===== config.mk =====
export PLATFORM = sky130hd
export DESIGN_NAME = uart_fifo_ctrl
export DESIGN_NICKNAME = d
export VERILOG_FILES = /design/src/rtl/uart_fifo_ctrl.sv
export SDC_FILE = /design/constraint.sdc
export NUM_CORES = 1
export LEC_CHECK = 0
export CORE_MARGIN = 4
export CORE_UTILIZATION = 41
export CTS_CLUSTER_DIAMETER = 60
export CTS_CLUSTER_SIZE = 8
export DETAILED_ROUTE_END_ITERATION = 16
export PLACE_DENSITY = 0.58
export REMOVE_ABC_BUFFERS = 1
export SLEW_MARGIN = 25
export SYNTH_ARGS = -nofsm -noshare
export SYNTH_HDL_FRONTEND = slang
export SYNTH_SLANG_ARGS = --single-unit

===== constraint.sdc =====
create_clock -name sysclk -period 2.7 [get_ports sysclk]
set_input_delay 0.54 -clock sysclk [delete_from_list [all_inputs] [get_ports sysclk]]
set_output_delay 0.54 -clock sysclk [all_outputs]
set_load 0.01 [all_outputs]

===== src/rtl/uart_fifo_ctrl.sv =====
// rtl/uart_fifo_ctrl.sv - Host-side TX/RX byte FIFOs with send/receive handshakes to a UART core
module uart_fifo_ctrl #(
  parameter int DEPTH = 4
) (
  input  logic       sysclk,
  input  logic       reset,
  input  logic       tx_push,
  input  logic [7:0] tx_data,
  output logic       tx_full,
  output logic       tx_idle,
  input  logic       rx_pop,
  output logic [7:0] rx_data,
  output logic       rx_empty,
  input  logic       err_clr,
  output logic       tx_drop,
  output logic       rx_ovf,
  output logic [7:0] UART_TXD,
  output logic       TX_EN,
  input  logic       TX_STATUS,
  input  logic [7:0] UART_RXD,
  input  logic       RX_EFF,
  output logic       RX_READ
);
  localparam int AW = $clog2(DEPTH);
  localparam int CW = AW + 1;
  localparam logic [CW-1:0] FULL = CW'(DEPTH);

  typedef enum logic [1:0] {IDLE, LOAD, WAIT_BUSY, WAIT_DONE} tx_state_t;
  tx_state_t state;

  logic [7:0]    tx_mem [DEPTH];
  logic [AW-1:0] tx_wr, tx_rd;
  logic [CW-1:0] tx_cnt;
  logic [7:0]    rx_mem [DEPTH];
  logic [AW-1:0] rx_wr, rx_rd;
  logic [CW-1:0] rx_cnt;
  logic [15:0]   busy_cnt;
  logic [7:0]    rx_hold;

  logic tx_pop, tx_wen, tx_rej, rx_deq, rx_wen, rx_lost, rx_cap;

  assign tx_full  = (tx_cnt == FULL);
  assign tx_idle  = (tx_cnt == '0) && (state == IDLE);
  assign rx_empty = (rx_cnt == '0);
  assign rx_data  = rx_empty ? 8'h00 : rx_mem[rx_rd];

  // A pop in the same cycle frees a slot, so a push on a full FIFO still lands.
  always_comb begin
    tx_pop  = (state == IDLE) && (tx_cnt != '0) && TX_STATUS;
    tx_wen  = tx_push && (!tx_full || tx_pop);
    tx_rej  = tx_push && !tx_wen;
    rx_deq  = rx_pop && !rx_empty;
    rx_wen  = RX_READ && ((rx_cnt != FULL) || rx_deq);
    rx_lost = RX_READ && !rx_wen;
    rx_cap  = RX_EFF && !RX_READ;
  end

  always_ff @(posedge sysclk) begin
    if (!reset) begin
      if (tx_wen) tx_mem[tx_wr] <= tx_data;
      if (rx_wen) rx_mem[rx_wr] <= rx_hold;
    end
  end

  always_ff @(posedge sysclk) begin
    if (reset) begin
      state    <= IDLE;
      tx_wr    <= '0;
      tx_rd    <= '0;
      tx_cnt   <= '0;
      busy_cnt <= '0;
      UART_TXD <= 8'h00;
      TX_EN    <= 1'b0;
      tx_drop  <= 1'b0;
      rx_wr    <= '0;
      rx_rd    <= '0;
      rx_cnt   <= '0;
      rx_hold  <= 8'h00;
      RX_READ  <= 1'b0;
      rx_ovf   <= 1'b0;
    end else begin
      TX_EN <= 1'b0;
      if (tx_wen) tx_wr <= tx_wr + AW'(1);
      if (tx_pop) tx_rd <= tx_rd + AW'(1);
      tx_cnt <= tx_cnt + CW'(tx_wen) - CW'(tx_pop);

      case (state)
        IDLE: begin
          if (tx_pop) begin
            UART_TXD <= tx_mem[tx_rd];
            TX_EN    <= 1'b1;
            state    <= LOAD;
          end
        end
        LOAD: begin
          busy_cnt <= '0;
          state    <= WAIT_BUSY;
        end
        // Give up on a sender that never reports busy; the byte is not retried.
        WAIT_BUSY: begin
          if (!TX_STATUS) state <= WAIT_DONE;
          else if (busy_cnt == 16'hFFFE) state <= IDLE;
          else busy_cnt <= busy_cnt + 16'd1;
        end
        WAIT_DONE: begin
          if (TX_STATUS) state <= IDLE;
        end
        default: state <= IDLE;
      endcase

      if (tx_rej) tx_drop <= 1'b1;
      else if (err_clr) tx_drop <= 1'b0;

      // The byte is latched at the acknowledge and enqueued one cycle later.
      RX_READ <= rx_cap;
      if (rx_cap) rx_hold <= UART_RXD;
      if (rx_wen) rx_wr <= rx_wr + AW'(1);
      if (rx_deq) rx_rd <= rx_rd + AW'(1);
      rx_cnt <= rx_cnt + CW'(rx_wen) - CW'(rx_deq);

      if (rx_lost) rx_ovf <= 1'b1;
      else if (err_clr) rx_ovf <= 1'b0;
    end
  end
endmodule


-- After elaboration in Yosys (flattened, before gate mapping)
Memory sizes are Yosys's and may differ from the RTL's. A register that Yosys moved wholly into a read port is not among the register bits.
Cells that the tools add are included.
- memories kept: 2
- bits in registers: 44
- input bits: 23
- RAM bits: 64
- memories (name ; depth ; width ; rd ports ; clocked after Yosys merged registers in ; write ports ; line ; RTL):
    rx_mem ; 4 ; 8 ; 1 ; 1 ; 1 ; 34 ; logic [7:0] rx_mem [DEPTH];
    tx_mem ; 4 ; 8 ; 1 ; 1 ; 1 ; 31 ; logic [7:0] tx_mem [DEPTH];
- reductions and logical operators: 27
- equality and inequality tests: 11
- bitwise operators: 1
- add/sub/neg operators: 9
- muxes and demuxes: 21
- operators with widths (kind ; number):
    16-bit 2-to-1 mux ; 2
    16-bit one-hot mux with 2 select lines ; 1
    16-bit by 1-bit adder with 16-bit output (second input constant) ; 1
    16-bit equality test (second input constant) ; 1
    2-bit 2-to-1 mux ; 6
    1-bit 2-to-1 mux ; 10
    1-bit logical AND ; 9
    2-bit by 1-bit adder with 2-bit output (second input constant) ; 4
    8-bit 2-to-1 mux ; 1
    2-bit != test (second input constant) ; 4
    2-bit one-hot mux with 4 select lines ; 1
    3-bit by 1-bit adder with 3-bit output ; 2
    3-bit zero test ; 2
    3-bit != test (second input constant) ; 2
    3-bit AND reduction ; 2
    2-bit nonzero test ; 3
    3-bit by 1-bit subtractor with 3-bit output ; 2
    1-bit zero test ; 5
    2-bit equality test (second input constant) ; 2
    3-bit equality test (second input constant) ; 1
    3-bit nonzero test ; 1
    2-bit by 1-bit equality test with 1-bit output (second input constant) ; 1
    2-bit zero test ; 1
    1-bit logical OR ; 2
    3 further kinds ; 3

-- Longest topological paths before layout
Gate-level depths: netlist (run 1).
- depth in word-level cells: 8
- depth in mapped cells: 12
- gate-level depth less buffers: 10

-- Worst setup path after synthesis (run 1)
Ideal clock, no wire load.
- kind: reg2reg
- start: reg tx_cnt[1]
- end: reg tx_cnt[2]
- buffers on the path: 1
- data arrival time: 2.210 ns
- data required time: 2.572 ns
- cell stages (with the launch flop): 12
- period minus slack after synthesis: 2.338 ns
- slack: 0.362 ns
- path through: dfxtp_1 or3_1 nand2_1 clkbuf_1 nand2_1 o21bai_1 ha_1 inv_1 fa_1 xnor2_1 xnor2_1 nor2_1
- word-level cells in the longest chain between the ends: 7
- elaborated cells between the ends (all ways): 9
- RTL lines (element ; line ; RTL):
    from (decl) ; 33 ; logic [CW-1:0] tx_cnt;
    from (signal assigned) ; 85 ; tx_cnt <= tx_cnt + CW'(tx_wen) - CW'(tx_pop);
    3-bit nonzero test ; 49 ; tx_pop = (state == IDLE) && (tx_cnt != '0) && TX_STATUS;
    1-bit logical AND (2 in series) ; 49 ;
    1-bit logical OR ; 50 ; tx_wen = tx_push && (!tx_full || tx_pop);
    1-bit logical AND ; 50 ;
    3-bit by 1-bit adder with 3-bit output ; 85 ;
    3-bit by 1-bit subtractor with 3-bit output (*) ; 85 ;
Every way passes the cells marked *; elsewhere a longest branch is shown, timed or not.
A chain may end at the register's enable or synchronous reset.

==> results of run 1 <==
-- worst paths after layout --
kind / startpoint / endpoint / cells after the start
setup / recovery: register / rx_data[7] / 4
hold / removal: UART_TXD[7]$_SDFFE_PP0P_ / UART_TXD[7]$_SDFFE_PP0P_ / 2
setup reg to reg: tx_cnt[1]$_SDFF_PP0_ / tx_cnt[2]$_SDFF_PP0_ / 11
hold reg to reg: UART_TXD[7]$_SDFFE_PP0P_ / UART_TXD[7]$_SDFFE_PP0P_ / 2
-- final cells by class --
class,count,share of cell area (%)
sequential,118,48.52
multi-input combinational,241,29.11
timing repair buffer,63,9.442
clock buffer,23,7.723
tap,143,2.891
clock inverter,9,1.638
inverter,11,0.6672
-- report_power, final --
| group | total (mW) | switching, mW | internal [mW] |
|---|---|---|---|
| Combinational | 1.28 | 0.562 | 0.720 |
| Sequential | 2.24 | 0.174 | 2.06 |
| Clock | 2.17 | 0.751 | 1.42 |
-- what timing repair did --
| action | CTS | global route |
|---|---|---|
| setup buffers | 0 | 0 |
| resized for setup | 0 | 2 |
| setup endpoints to repair | 0 | 3 |
-- cells by family after synthesis --
| logic type | after synthesis | synth area share, % |
|---|---|---|
| buf+inv | 30 | 2.812 |
| fa+ha+maj | 14 | 3.851 |
| compound gates | 52 | 6.587 |
| flops | 118 | 60.81 |
| mux | 20 | 8.108 |
| simple gates | 145 | 16.06 |
| xor+xnor | 10 | 1.774 |
-- metrics by stage --
step / power (mW) / hold slack [ns] / cell area [um^2]
floorplan: 2.990 / 0.4562 / 4841
global placement: 3.540 / 0.4442 / 5600
detailed placement: 3.576 / 0.4510 / 5600
CTS: 5.760 / 0.4578 / 6180
global route: 6.004 / 0.4901 / 6188
finish: 5.692 / 0.4539 / 6188
-- registers in the layout, summed over array words and instances (netlist names), 2 cells and up, named ones only --
name and count:
rx_wr 2, rx_rd 2, tx_mem 32, busy_cnt 16
rx_mem 32, tx_rd 2, UART_TXD 8, state 2
rx_hold 8, tx_cnt 3, rx_cnt 3, tx_wr 2
-- layout by cell type (no fill, tap or decap), types with 5 or more instances in the layout --
cell,synthesis,layout
sky130_fd_sc_hd__a21oi_1,26,26
sky130_fd_sc_hd__and2_1,17,17
sky130_fd_sc_hd__buf_4,1,17
sky130_fd_sc_hd__clkbuf_16,0,17
sky130_fd_sc_hd__clkdlybuf4s50_1,0,44
sky130_fd_sc_hd__dfxtp_1,54,54
sky130_fd_sc_hd__edfxtp_1,64,64
sky130_fd_sc_hd__ha_1,12,12
sky130_fd_sc_hd__inv_1,11,11
sky130_fd_sc_hd__mux4_2,16,16
sky130_fd_sc_hd__nand2_1,43,43
sky130_fd_sc_hd__nand2b_1,6,6
sky130_fd_sc_hd__nand3_1,7,7
sky130_fd_sc_hd__nor2_1,23,23
sky130_fd_sc_hd__nor2b_1,6,6
sky130_fd_sc_hd__nor3_1,6,5
sky130_fd_sc_hd__o31ai_1,6,6
sky130_fd_sc_hd__or3_1,10,10
sky130_fd_sc_hd__or4_1,7,7
sky130_fd_sc_hd__xnor2_1,7,7
-- per-layer routing --
layer	part of all wire (%)	track usage (%)	routed length, um	vias up
met2	50	24.07	4747	57
li1	-	-	-	1556
met1	44	17.97	4228	1516
met4	2.5	7.546	240	0
met5	0	0	0	-
met3	3.4	4.565	329	23
-- critical path, stage by stage, from the launching register on --
cell                              delay [ns]
sky130_fd_sc_hd__dfxtp_1                0.32
sky130_fd_sc_hd__buf_6                  0.17
sky130_fd_sc_hd__mux4_2                 0.52
sky130_fd_sc_hd__and2_1                 0.17
sky130_fd_sc_hd__clkdlybuf4s50_1        0.47
==> load_flow_metrics.sql, run 1 <==
INSERT INTO impl_metrics (metric_group, metric, value, unit) VALUES
('power_and_ir_drop', 'static-leakage-power', '2.172', 'nW'),
('worst_setup_path', 'cp-start-kind', 'register', ''),
('worst_hold_path', 'hold_path_class', 'reg2reg', ''),
('yosys', 'syn_inst', '389', ''),
('clocking', 'hold_buffers', '0', ''),
('clocking', 'worst_skew_pair.late_latency', '0.41', 'ns'),
('yosys', 'synthTopCellsByArea', 'sky130_fd_sc_hd__edfxtp_1 39%, sky130_fd_sc_hd__dfxtp_1 22%, sky130_fd_sc_hd__mux4_2 7.3%, sky130_fd_sc_hd__nand2_1 3.3%, sky130_fd_sc_hd__ha_1 3.0%', ''),
('timing', 'timing.final.hold_violations', '0', ''),
('timing', 'rsz0062_at_grt', 'false', ''),
('clocking', 'htreeDepth', '4', ''),
('flow_run', 'drv_cap', '0', ''),
('place', 'globalplace.congestion', '0.7754', ''),
('floorplanning', 'placementRows', '39', ''),
('timing', 'max_freq', '386.5', 'MHz'),
('timing', 'max_slew_margin', '57.15', '%'),
('clocking', 'cts-root-to-sink-buffers', '2', ''),
('status', 'result_of_the_run', 'finished, final reports clean', ''),
('global_routing', 'gr-total-overflow', '0', ''),
('place', 'place_hpwl', '6530', 'um'),
('clocking', 'root_buffer', 'sky130_fd_sc_hd__clkbuf_16', ''),
('place', 'dpl_worst_slack', '-0.03328', 'ns'),
('timing', 'postLayoutSetupSlackWorst', '0.1128', 'ns'),
('layout', 'design.final.nets', '489', ''),
('worst_setup_path', 'worst-endpoint-arrival', '2.05', 'ns'),
('yosys', 'ys.warnings.count', '0', ''),
('worst_setup_path', 'worstSetupPathType', 'reg2out', ''),
('yosys', 'ys_dominant_reg_cell', 'sky130_fd_sc_hd__edfxtp_1', ''),
('global_routing', 'antenna_found_initial', '0', ''),
('worst_setup_path', 'cp_data_required_time', '2.16', 'ns'),
('yosys', 'synth.top_cell.area_share', '38.92', '%'),
('floorplanning', 'floorplan.die.height', '117.8', 'um'),
('yosys', 'post-synth-top-count-cell', 'sky130_fd_sc_hd__edfxtp_1', ''),
('clocking', 'path_clk_slew', '0.05', 'ns'),
('timing', 'final-setup-viol-count', '0', ''),
('yosys', 'postSynth.asyncResetShare', '0', '%'),
('yosys', 'seq_cells_post_synth', '118', ''),
('floorplanning', 'floorplan.die.width', '117.8', 'um'),
('yosys', 'synth.largest_area_cell', 'sky130_fd_sc_hd__edfxtp_1', ''),
('detailed_routing', 'drt-pass1-iter-count', '4', ''),
('detailed_routing', 'route.detailed.vias_per_inst', '5.184', ''),
('place', 'placedCellCount', '576', ''),
('clocking', 'cts-buffers-inserted', '17', ''),
('detailed_routing', 'vias', '3152', ''),
('layout', 'final_cell_count_no_fill', '608', ''),
('floorplanning', 'initial_utilization', '42.52', '%'),
('timing', 'post-route-min-period', '2.587', 'ns'),
('worst_setup_path', 'regToRegSetupSlack', '0.35', 'ns'),
('yosys', 'syn_std_cell_area', '4938', 'um^2'),
('yosys', 'ys_top_cells_by_count', '64 x sky130_fd_sc_hd__edfxtp_1, 54 x sky130_fd_sc_hd__dfxtp_1, 43 x sky130_fd_sc_hd__nand2_1', ''),
('timing', 'timing_worst_slew_pin_value', '0.6419', 'ns'),
('worst_setup_path', 'crit_path_end_kind', 'primary output', ''),
('yosys', 'post_synth_edffs', '64', ''),
('floorplanning', 'coreArea', '11610', 'um^2'),
('timing', 'post-route-period-util', '95.82', '%'),
('detailed_routing', 'ant_nets', '0', ''),
('detailed_routing', 'remaining_design_rule_violation_count', '0', ''),
('layout', 'seqCellArea', '3003', 'um^2'),
('global_routing', 'grt_pass1_vias', '3138', ''),
('layout', 'area_delta_synth_final', '25.31', '%'),
('place', 'buffer_ports.inserted', '45', ''),
('detailed_routing', 'dr.first_iter.drc_count', '153', ''),
('layout', 'multiInputGateArea', '1802', 'um^2'),
('worst_setup_path', 'path_max_fanout', '8', ''),
('timing', 'setup_tns', '0', 'ns'),
('timing', 'slew_viol_final', '0', ''),
('global_routing', 'pin_count_of_the_biggest_net_entering_global_routing', '28', ''),
('power_and_ir_drop', 'power_per_cell_area', '919.8', 'nW/um^2'),
('yosys', 'syn_area_per_cell', '12.70', 'um^2'),
('layout', 'layout-drive-gt1-share', '15.91', '%'),
('layout', 'num_antenna_cells', '0', ''),
('yosys', 'post_synth_num_cell_types', '49', '');
(Power assumes the default switching activity.)
==> run 2, diff against run 1 <==
--- a/config.mk
+++ b/config.mk
@@ -5,6 +5,7 @@
 export SDC_FILE = /design/constraint.sdc
 export NUM_CORES = 1
 export LEC_CHECK = 0
+export ABC_CLOCK_PERIOD_IN_PS = 2700
 export CORE_MARGIN = 4
 export CORE_UTILIZATION = 41
 export CTS_CLUSTER_DIAMETER = 60
==> results of run 2 <==
Same layout as run 1: the final DEF is identical, and so are final timing and power.
